## src/rtl/mem_master_if.sv

```systemverilog
// Bundles the command, V-register and byte-memory signals of the CHIP-8 memory master.
// The master modport is the engine; the slave modport is the CPU/register-file/memory side.
interface mem_master_if #(
    parameter int ADDR_WIDTH = 12,
    parameter int IDX_WIDTH  = 4
);
    logic                  cmd_valid;
    logic                  cmd_ready;
    logic [1:0]            cmd_op;
    logic [ADDR_WIDTH-1:0] cmd_addr;
    logic [IDX_WIDTH-1:0]  cmd_count;
    logic                  done;
    logic [15:0]           opcode;

    logic [IDX_WIDTH-1:0]  reg_rd_idx;
    logic [7:0]            reg_rd_data;
    logic                  reg_wr;
    logic [IDX_WIDTH-1:0]  reg_wr_idx;
    logic [7:0]            reg_wr_data;

    logic                  mem_read;
    logic [ADDR_WIDTH-1:0] mem_read_addr;
    logic [7:0]            mem_read_data;
    logic                  mem_write;
    logic [ADDR_WIDTH-1:0] mem_write_addr;
    logic [7:0]            mem_write_data;

    modport master (
        input  cmd_valid, cmd_op, cmd_addr, cmd_count, reg_rd_data, mem_read_data,
        output cmd_ready, done, opcode, reg_rd_idx, reg_wr, reg_wr_idx, reg_wr_data,
               mem_read, mem_read_addr, mem_write, mem_write_addr, mem_write_data
    );

    modport slave (
        output cmd_valid, cmd_op, cmd_addr, cmd_count, reg_rd_data, mem_read_data,
        input  cmd_ready, done, opcode, reg_rd_idx, reg_wr, reg_wr_idx, reg_wr_data,
               mem_read, mem_read_addr, mem_write, mem_write_addr, mem_write_data
    );
endinterface

```

## src/rtl/mem_master.sv

```systemverilog
// CHIP-8 memory initiator: opcode fetch, FX55 register store and FX65 register load,
// one command at a time against a byte memory with one-cycle registered read data.
module mem_master #(
    parameter int ADDR_WIDTH = 12,
    parameter int IDX_WIDTH  = 4
) (
    input  logic         clk,
    input  logic         reset,
    mem_master_if.master bus
);
    typedef enum logic [2:0] {S_IDLE, S_FETCH, S_STORE, S_LOAD, S_DRAIN} state_t;

    localparam logic [1:0] OP_FETCH = 2'b00;
    localparam logic [1:0] OP_STORE = 2'b01;
    localparam logic [1:0] OP_LOAD  = 2'b10;

    state_t                state;
    state_t                state_nxt;
    logic                  accept;
    logic                  finish;
    logic [1:0]            op_q;
    logic                  done_q;
    logic                  rd_pend_q;
    logic [15:0]           opcode_q;
    logic [ADDR_WIDTH-1:0] addr_q;
    logic [ADDR_WIDTH-1:0] cur_addr;
    logic [IDX_WIDTH-1:0]  cnt_q;
    logic [IDX_WIDTH-1:0]  k_q;
    logic [IDX_WIDTH-1:0]  wr_idx_q;
    logic [7:0]            hi_q;

    assign accept   = bus.cmd_valid && (state == S_IDLE);
    assign cur_addr = addr_q + ADDR_WIDTH'(k_q);

    always_ff @(posedge clk or posedge reset) begin
        if (reset) state <= S_IDLE;
        else       state <= state_nxt;
    end

    // finish marks the last busy cycle; done follows it one cycle later
    always_comb begin
        state_nxt = state;
        finish    = 1'b0;
        case (state)
            S_IDLE: begin
                if (accept) begin
                    case (bus.cmd_op)
                        OP_FETCH: state_nxt = S_FETCH;
                        OP_STORE: state_nxt = S_STORE;
                        OP_LOAD:  state_nxt = S_LOAD;
                        default:  finish    = 1'b1;
                    endcase
                end
            end
            S_FETCH: if (k_q == IDX_WIDTH'(1)) state_nxt = S_DRAIN;
            S_STORE: begin
                if (k_q == cnt_q) begin
                    state_nxt = S_IDLE;
                    finish    = 1'b1;
                end
            end
            S_LOAD:  if (k_q == cnt_q) state_nxt = S_DRAIN;
            S_DRAIN: begin
                state_nxt = S_IDLE;
                finish    = 1'b1;
            end
            default: state_nxt = S_IDLE;
        endcase
    end

    always_ff @(posedge clk or posedge reset) begin
        if (reset) begin
            op_q      <= '0;
            done_q    <= 1'b0;
            rd_pend_q <= 1'b0;
            opcode_q  <= '0;
        end else begin
            if (accept) op_q <= bus.cmd_op;
            done_q    <= finish;
            rd_pend_q <= (state == S_LOAD);
            if (state == S_DRAIN && op_q == OP_FETCH) opcode_q <= {hi_q, bus.mem_read_data};
        end
    end

    // Transfer bookkeeping; only meaningful while a command is active
    always_ff @(posedge clk) begin
        if (accept) begin
            addr_q <= bus.cmd_addr;
            cnt_q  <= bus.cmd_count;
            k_q    <= '0;
        end else if (state == S_FETCH || state == S_STORE || state == S_LOAD) begin
            k_q <= k_q + IDX_WIDTH'(1);
        end
        wr_idx_q <= k_q;
        if (state == S_FETCH && k_q == IDX_WIDTH'(1)) hi_q <= bus.mem_read_data;
    end

    always_comb begin
        bus.cmd_ready      = (state == S_IDLE);
        bus.done           = done_q;
        bus.opcode         = opcode_q;
        bus.reg_rd_idx     = '0;
        bus.reg_wr         = 1'b0;
        bus.reg_wr_idx     = '0;
        bus.reg_wr_data    = '0;
        bus.mem_read       = 1'b0;
        bus.mem_read_addr  = '0;
        bus.mem_write      = 1'b0;
        bus.mem_write_addr = '0;
        bus.mem_write_data = '0;
        case (state)
            S_FETCH, S_LOAD: begin
                bus.mem_read      = 1'b1;
                bus.mem_read_addr = cur_addr;
            end
            S_STORE: begin
                bus.reg_rd_idx     = k_q;
                bus.mem_write      = 1'b1;
                bus.mem_write_addr = cur_addr;
                bus.mem_write_data = bus.reg_rd_data;
            end
            default: ;
        endcase
        // a load byte arrives one cycle after its read, including the drain cycle
        if (rd_pend_q) begin
            bus.reg_wr      = 1'b1;
            bus.reg_wr_idx  = wr_idx_q;
            bus.reg_wr_data = bus.mem_read_data;
        end
    end
endmodule
```

## src/flat_wrapper.sv

```systemverilog
// flat-port wrapper written by rule: the top's interface ports become plain ports
module mem_master_flat 
#(
    parameter int ADDR_WIDTH = 12,
    parameter int IDX_WIDTH  = 4
)
  (clk, reset, bus_cmd_valid, bus_cmd_op, bus_cmd_addr, bus_cmd_count, bus_reg_rd_data, bus_mem_read_data, bus_cmd_ready, bus_done, bus_opcode, bus_reg_rd_idx, bus_reg_wr, bus_reg_wr_idx, bus_reg_wr_data, bus_mem_read, bus_mem_read_addr, bus_mem_write, bus_mem_write_addr, bus_mem_write_data);
  mem_master_if #(.ADDR_WIDTH(ADDR_WIDTH), .IDX_WIDTH(IDX_WIDTH)) bus_i ();
  input  logic clk;
  input  logic reset;
  input wire logic [$bits(bus_i.cmd_valid)-1:0] bus_cmd_valid;
  input wire logic [$bits(bus_i.cmd_op)-1:0] bus_cmd_op;
  input wire logic [$bits(bus_i.cmd_addr)-1:0] bus_cmd_addr;
  input wire logic [$bits(bus_i.cmd_count)-1:0] bus_cmd_count;
  input wire logic [$bits(bus_i.reg_rd_data)-1:0] bus_reg_rd_data;
  input wire logic [$bits(bus_i.mem_read_data)-1:0] bus_mem_read_data;
  output wire logic [$bits(bus_i.cmd_ready)-1:0] bus_cmd_ready;
  output wire logic [$bits(bus_i.done)-1:0] bus_done;
  output wire logic [$bits(bus_i.opcode)-1:0] bus_opcode;
  output wire logic [$bits(bus_i.reg_rd_idx)-1:0] bus_reg_rd_idx;
  output wire logic [$bits(bus_i.reg_wr)-1:0] bus_reg_wr;
  output wire logic [$bits(bus_i.reg_wr_idx)-1:0] bus_reg_wr_idx;
  output wire logic [$bits(bus_i.reg_wr_data)-1:0] bus_reg_wr_data;
  output wire logic [$bits(bus_i.mem_read)-1:0] bus_mem_read;
  output wire logic [$bits(bus_i.mem_read_addr)-1:0] bus_mem_read_addr;
  output wire logic [$bits(bus_i.mem_write)-1:0] bus_mem_write;
  output wire logic [$bits(bus_i.mem_write_addr)-1:0] bus_mem_write_addr;
  output wire logic [$bits(bus_i.mem_write_data)-1:0] bus_mem_write_data;
  assign bus_i.cmd_valid = bus_cmd_valid;
  assign bus_i.cmd_op = bus_cmd_op;
  assign bus_i.cmd_addr = bus_cmd_addr;
  assign bus_i.cmd_count = bus_cmd_count;
  assign bus_i.reg_rd_data = bus_reg_rd_data;
  assign bus_i.mem_read_data = bus_mem_read_data;
  assign bus_cmd_ready = bus_i.cmd_ready;
  assign bus_done = bus_i.done;
  assign bus_opcode = bus_i.opcode;
  assign bus_reg_rd_idx = bus_i.reg_rd_idx;
  assign bus_reg_wr = bus_i.reg_wr;
  assign bus_reg_wr_idx = bus_i.reg_wr_idx;
  assign bus_reg_wr_data = bus_i.reg_wr_data;
  assign bus_mem_read = bus_i.mem_read;
  assign bus_mem_read_addr = bus_i.mem_read_addr;
  assign bus_mem_write = bus_i.mem_write;
  assign bus_mem_write_addr = bus_i.mem_write_addr;
  assign bus_mem_write_data = bus_i.mem_write_data;
  mem_master #(.ADDR_WIDTH(ADDR_WIDTH), .IDX_WIDTH(IDX_WIDTH)) u_core (.clk(clk), .reset(reset), .bus(bus_i));
endmodule
```

## config.mk

```make
export PLATFORM = sky130hd
export DESIGN_NAME = mem_master_flat
export DESIGN_NICKNAME = d
export VERILOG_FILES = /design/src/rtl/mem_master_if.sv /design/src/rtl/mem_master.sv /design/src/flat_wrapper.sv
export SDC_FILE = /design/constraint.sdc
export NUM_CORES = 1
export LEC_CHECK = 0
export ABC_AREA = 1
export BUFFER_PORTS_ARGS = -buffer_cell sky130_fd_sc_hd__buf_4
export CAP_MARGIN = 30
export CORE_MARGIN = 2
export CORE_UTILIZATION = 35
export DETAILED_ROUTE_END_ITERATION = 12
export GPL_TIMING_DRIVEN = 1
export PLACE_DENSITY = 0.7
export SLEW_MARGIN = 15
export SYNTH_ARGS = -nofsm -noshare
export SYNTH_HDL_FRONTEND = slang
export SYNTH_SLANG_ARGS = --single-unit
```

## constraint.sdc

```tcl
create_clock -name clk -period 3.9 [get_ports clk]
set_clock_uncertainty 0.2 [all_clocks]
set_input_delay 0 -clock clk [delete_from_list [all_inputs] [get_ports clk]]
set_output_delay 0 -clock clk [all_outputs]
set_load 0.02 [all_outputs]
```

==> flow_summary.yaml <==
sta:
  finalCriticalPeriod_ns: 2.37
  tns_ns: 0
  slew_headroom: 0.593
  holdWs_ns: 0.00498
  worst_pin_slew_ns: 0.609
  drv_slew: 0
  rsz0062_at_grt: "false"
  fin_crit_sh: 0.609
  hold_viol: 0
  setup_violations: 0
  max_freq_mhz: 421
drt:
  drt-initial-drc-count: 132
  firstDrtPassIters: 4
  wl_per_cell_um: 12.2
  viasPerCell: 4.46
  dr_total_vias: 2465
  drc_errors: 0
  antenna_left: 0
  wl_um: 6740
clock_tree:
  htree_levels: 2
  cts_buffers: 5
  postCtsSetupRepairBufs: 0
  clock-root-buffer: "clkbuf_8"
  post_cts_resized: 0
  clk_latency_ns: 0.32
  clockBufferDepth: 2
  clock-sinks: 55
  cts_tree: "done"
  cts.clk_slew.worst_paths_ns: 0.10
global_routing:
  grt_max_degree: 27
  antenna_found_initial: 0
  grt_pass1_vias: 2384
  grt_use_total: 0.158
  grt_pass1_wl_um: 10700
  grt-ovfl-total: 0
synth:
  yosysMostFrequentCell: "nand2_1"
  ys_seq_area_frac: 0.519
  synth_cell_types: 28
  synth_area_leaders: "edfxtp_1, dfrtp_1, nand2_1"
  synth_top_area_frac: 0.257
  syn_area_um2: 2810
  synthCells: 312
  synth-main-ff-cell: "edfxtp_1"
  synth_nets: 360
  synth_commonest_cells: "nand2_1, inv_1, nor2_1"
  ys_warn_count: 0
  synth_largest_area_cell: "edfxtp_1"
  synth-seq-cells: 55
  avgSynthCellArea_um2: 8.99
  async_flop_share: 0.418
  synth-edff-count: 24
cells_and_area:
  antenna_cells: 0
  fin_util: 0.532
  nets: 498
  drive_above_1_share: 0.302
  area_growth_pct: 46.5
setup_path:
  slowest_stage: "fa_1"
  worstPathArrival_ns: 2.17
  crit_path_cell_trace: "ha_1, fa_1, nand3_1, nand2_1, nand2_1, xor2_1, nor2_1, buf_4"
  cp.required_ns: 3.70
  critPathLaunchType: "flop"
  critPathMaxFanout: 7
  crit_path_frequent_cell: "nand2_1"
  critical_path_class: "reg2out"
  slowest_delay_ns: 0.46
  end_kind: "output port"
floorplanning:
  die-height_um: 93.5
  coreArea_um2: 7730
  row_count: 32
  initial_core_util: 0.363
  die-area_um2: 8750
  die_w_um: 93.5
  ios: 106
power_and_ir_drop:
  fin_total_pwr_mw: 2.88
  total_leakage_power_nw: 2.18
  peakVddDrop_mv: 0.468
  power_density_nw_per_um2: 701
job:
  max-cap-violations: 0
place:
  post-dp-hpwl_um: 4960
  numPortBuffers: 105
  globalplace.congestion: 0.871
run_status:
  status: "completed"
hold_path:
  hold_path_class: "in2async"
per-layer routing:
metal,global-route usage,wire [um]
met3,0.0322,527
met1,0.179,2670
met2,0.293,3470
met5,0,0
met4,0.0515,77
worst max-delay path, delay by kind of cell, from the launching register on:
kind,cells,cell delay (ns)
simple gates,4,0.34
fa+ha+maj,2,0.73
flops,1,0.41
buf+inv,1,0.17
xor+xnor,1,0.20
cell type report:
cell class | instances | area, um2
Tap cell | 102 | 128
Inverter | 60 | 225
Multi-Input combinational cell | 192 | 1090
Sequential cell | 55 | 1460
Timing Repair Buffer | 136 | 1110
Fill cell | 692 | 3620
Clock inverter | 3 | 27.5
Clock buffer | 5 | 68.8
power breakdown:
group	internal (mW)	switching [mW]	leakage, nW
clock	0.133	0.201	0.0467
combinational	0.671	0.939	1.56
sequential	0.796	0.139	0.579
total	1.60	1.28	2.18
placed cells by master, fill, tap and decap left out, drive strengths merged:
| cell | count |
|---|---|
| clkbuf | 5 |
| dfxtp | 8 |
| mux2 | 16 |
| a21oi | 3 |
| nand2 | 67 |
| nand3 | 14 |
| o31ai | 1 |
| nand3b | 3 |
| o22ai | 2 |
| dfrtp | 23 |
| ha | 10 |
| xnor2 | 4 |
| inv | 62 |
| edfxtp | 24 |
| nor2 | 60 |
| fa | 1 |
| nor3 | 1 |
| o21ai | 6 |
| dlygate4sd3 | 28 |
| o211ai | 1 |
| clkinvlp | 1 |
| buf | 108 |
| xor2 | 1 |
| nand4 | 2 |
registers in the layout, summed over array words and instances (netlist names):
register,count
u_core.wr_idx_q,4
u_core.hi_q,8
u_core.k_q,4
u_core.rd_pend_q,1
u_core.op_q,2
u_core.bus.opcode,16
u_core.state,3
u_core.bus.done,1
u_core.addr_q,12
u_core.cnt_q,4
stage by stage:
stage	cell area [um2]	setup slack, ns	instances
2_1_floorplan	2810	2.05	312
3_3_place_gp	3690	1.83	514
3_5_place_dp	3690	1.74	514
4_1_cts	4070	1.51	550
5_1_grt	4110	1.39	553
6_report	4110	1.53	553
cell families (layout without fill, tap and decap cells):
| kind of cell | count (synthesis) | in the layout | synth area share |
|---|---|---|---|
| xor+xnor | 5 | 5 | 0.0156 |
| buf+inv | 65 | 204 | 0.0910 |
| compound gates | 13 | 13 | 0.0259 |
| simple gates | 147 | 147 | 0.219 |
| mux | 16 | 16 | 0.0776 |
| flops | 55 | 55 | 0.519 |
| fa+ha+maj | 11 | 11 | 0.0517 |
worst paths after layout:
path                               startpoint                    end  slack [ns]  depth (start not counted)
max in group asynchronous               reset        u_core.bus.done        3.07                          4
min in group clk           bus_reg_rd_data[0]  bus_mem_write_data[0]        0.12                          4
setup reg to reg              u_core.state[0]      u_core.addr_q[10]        1.90                          4
setup / recovery                u_core.k_q[0]   bus_mem_read_addr[8]        1.53                          8
hold reg to reg                 u_core.k_q[3]     u_core.wr_idx_q[3]        0.25                          0
hold / removal                          reset   u_core.bus.opcode[8]       0.005                          3
repair_timing:
| item | CTS | global route |
|---|---|---|
| setup endpoints to repair | 0 | 0 |
| hold buffers | 28 | 0 |
| hold endpoints to repair | 64 | 0 |
(Power assumes the default switching activity.)
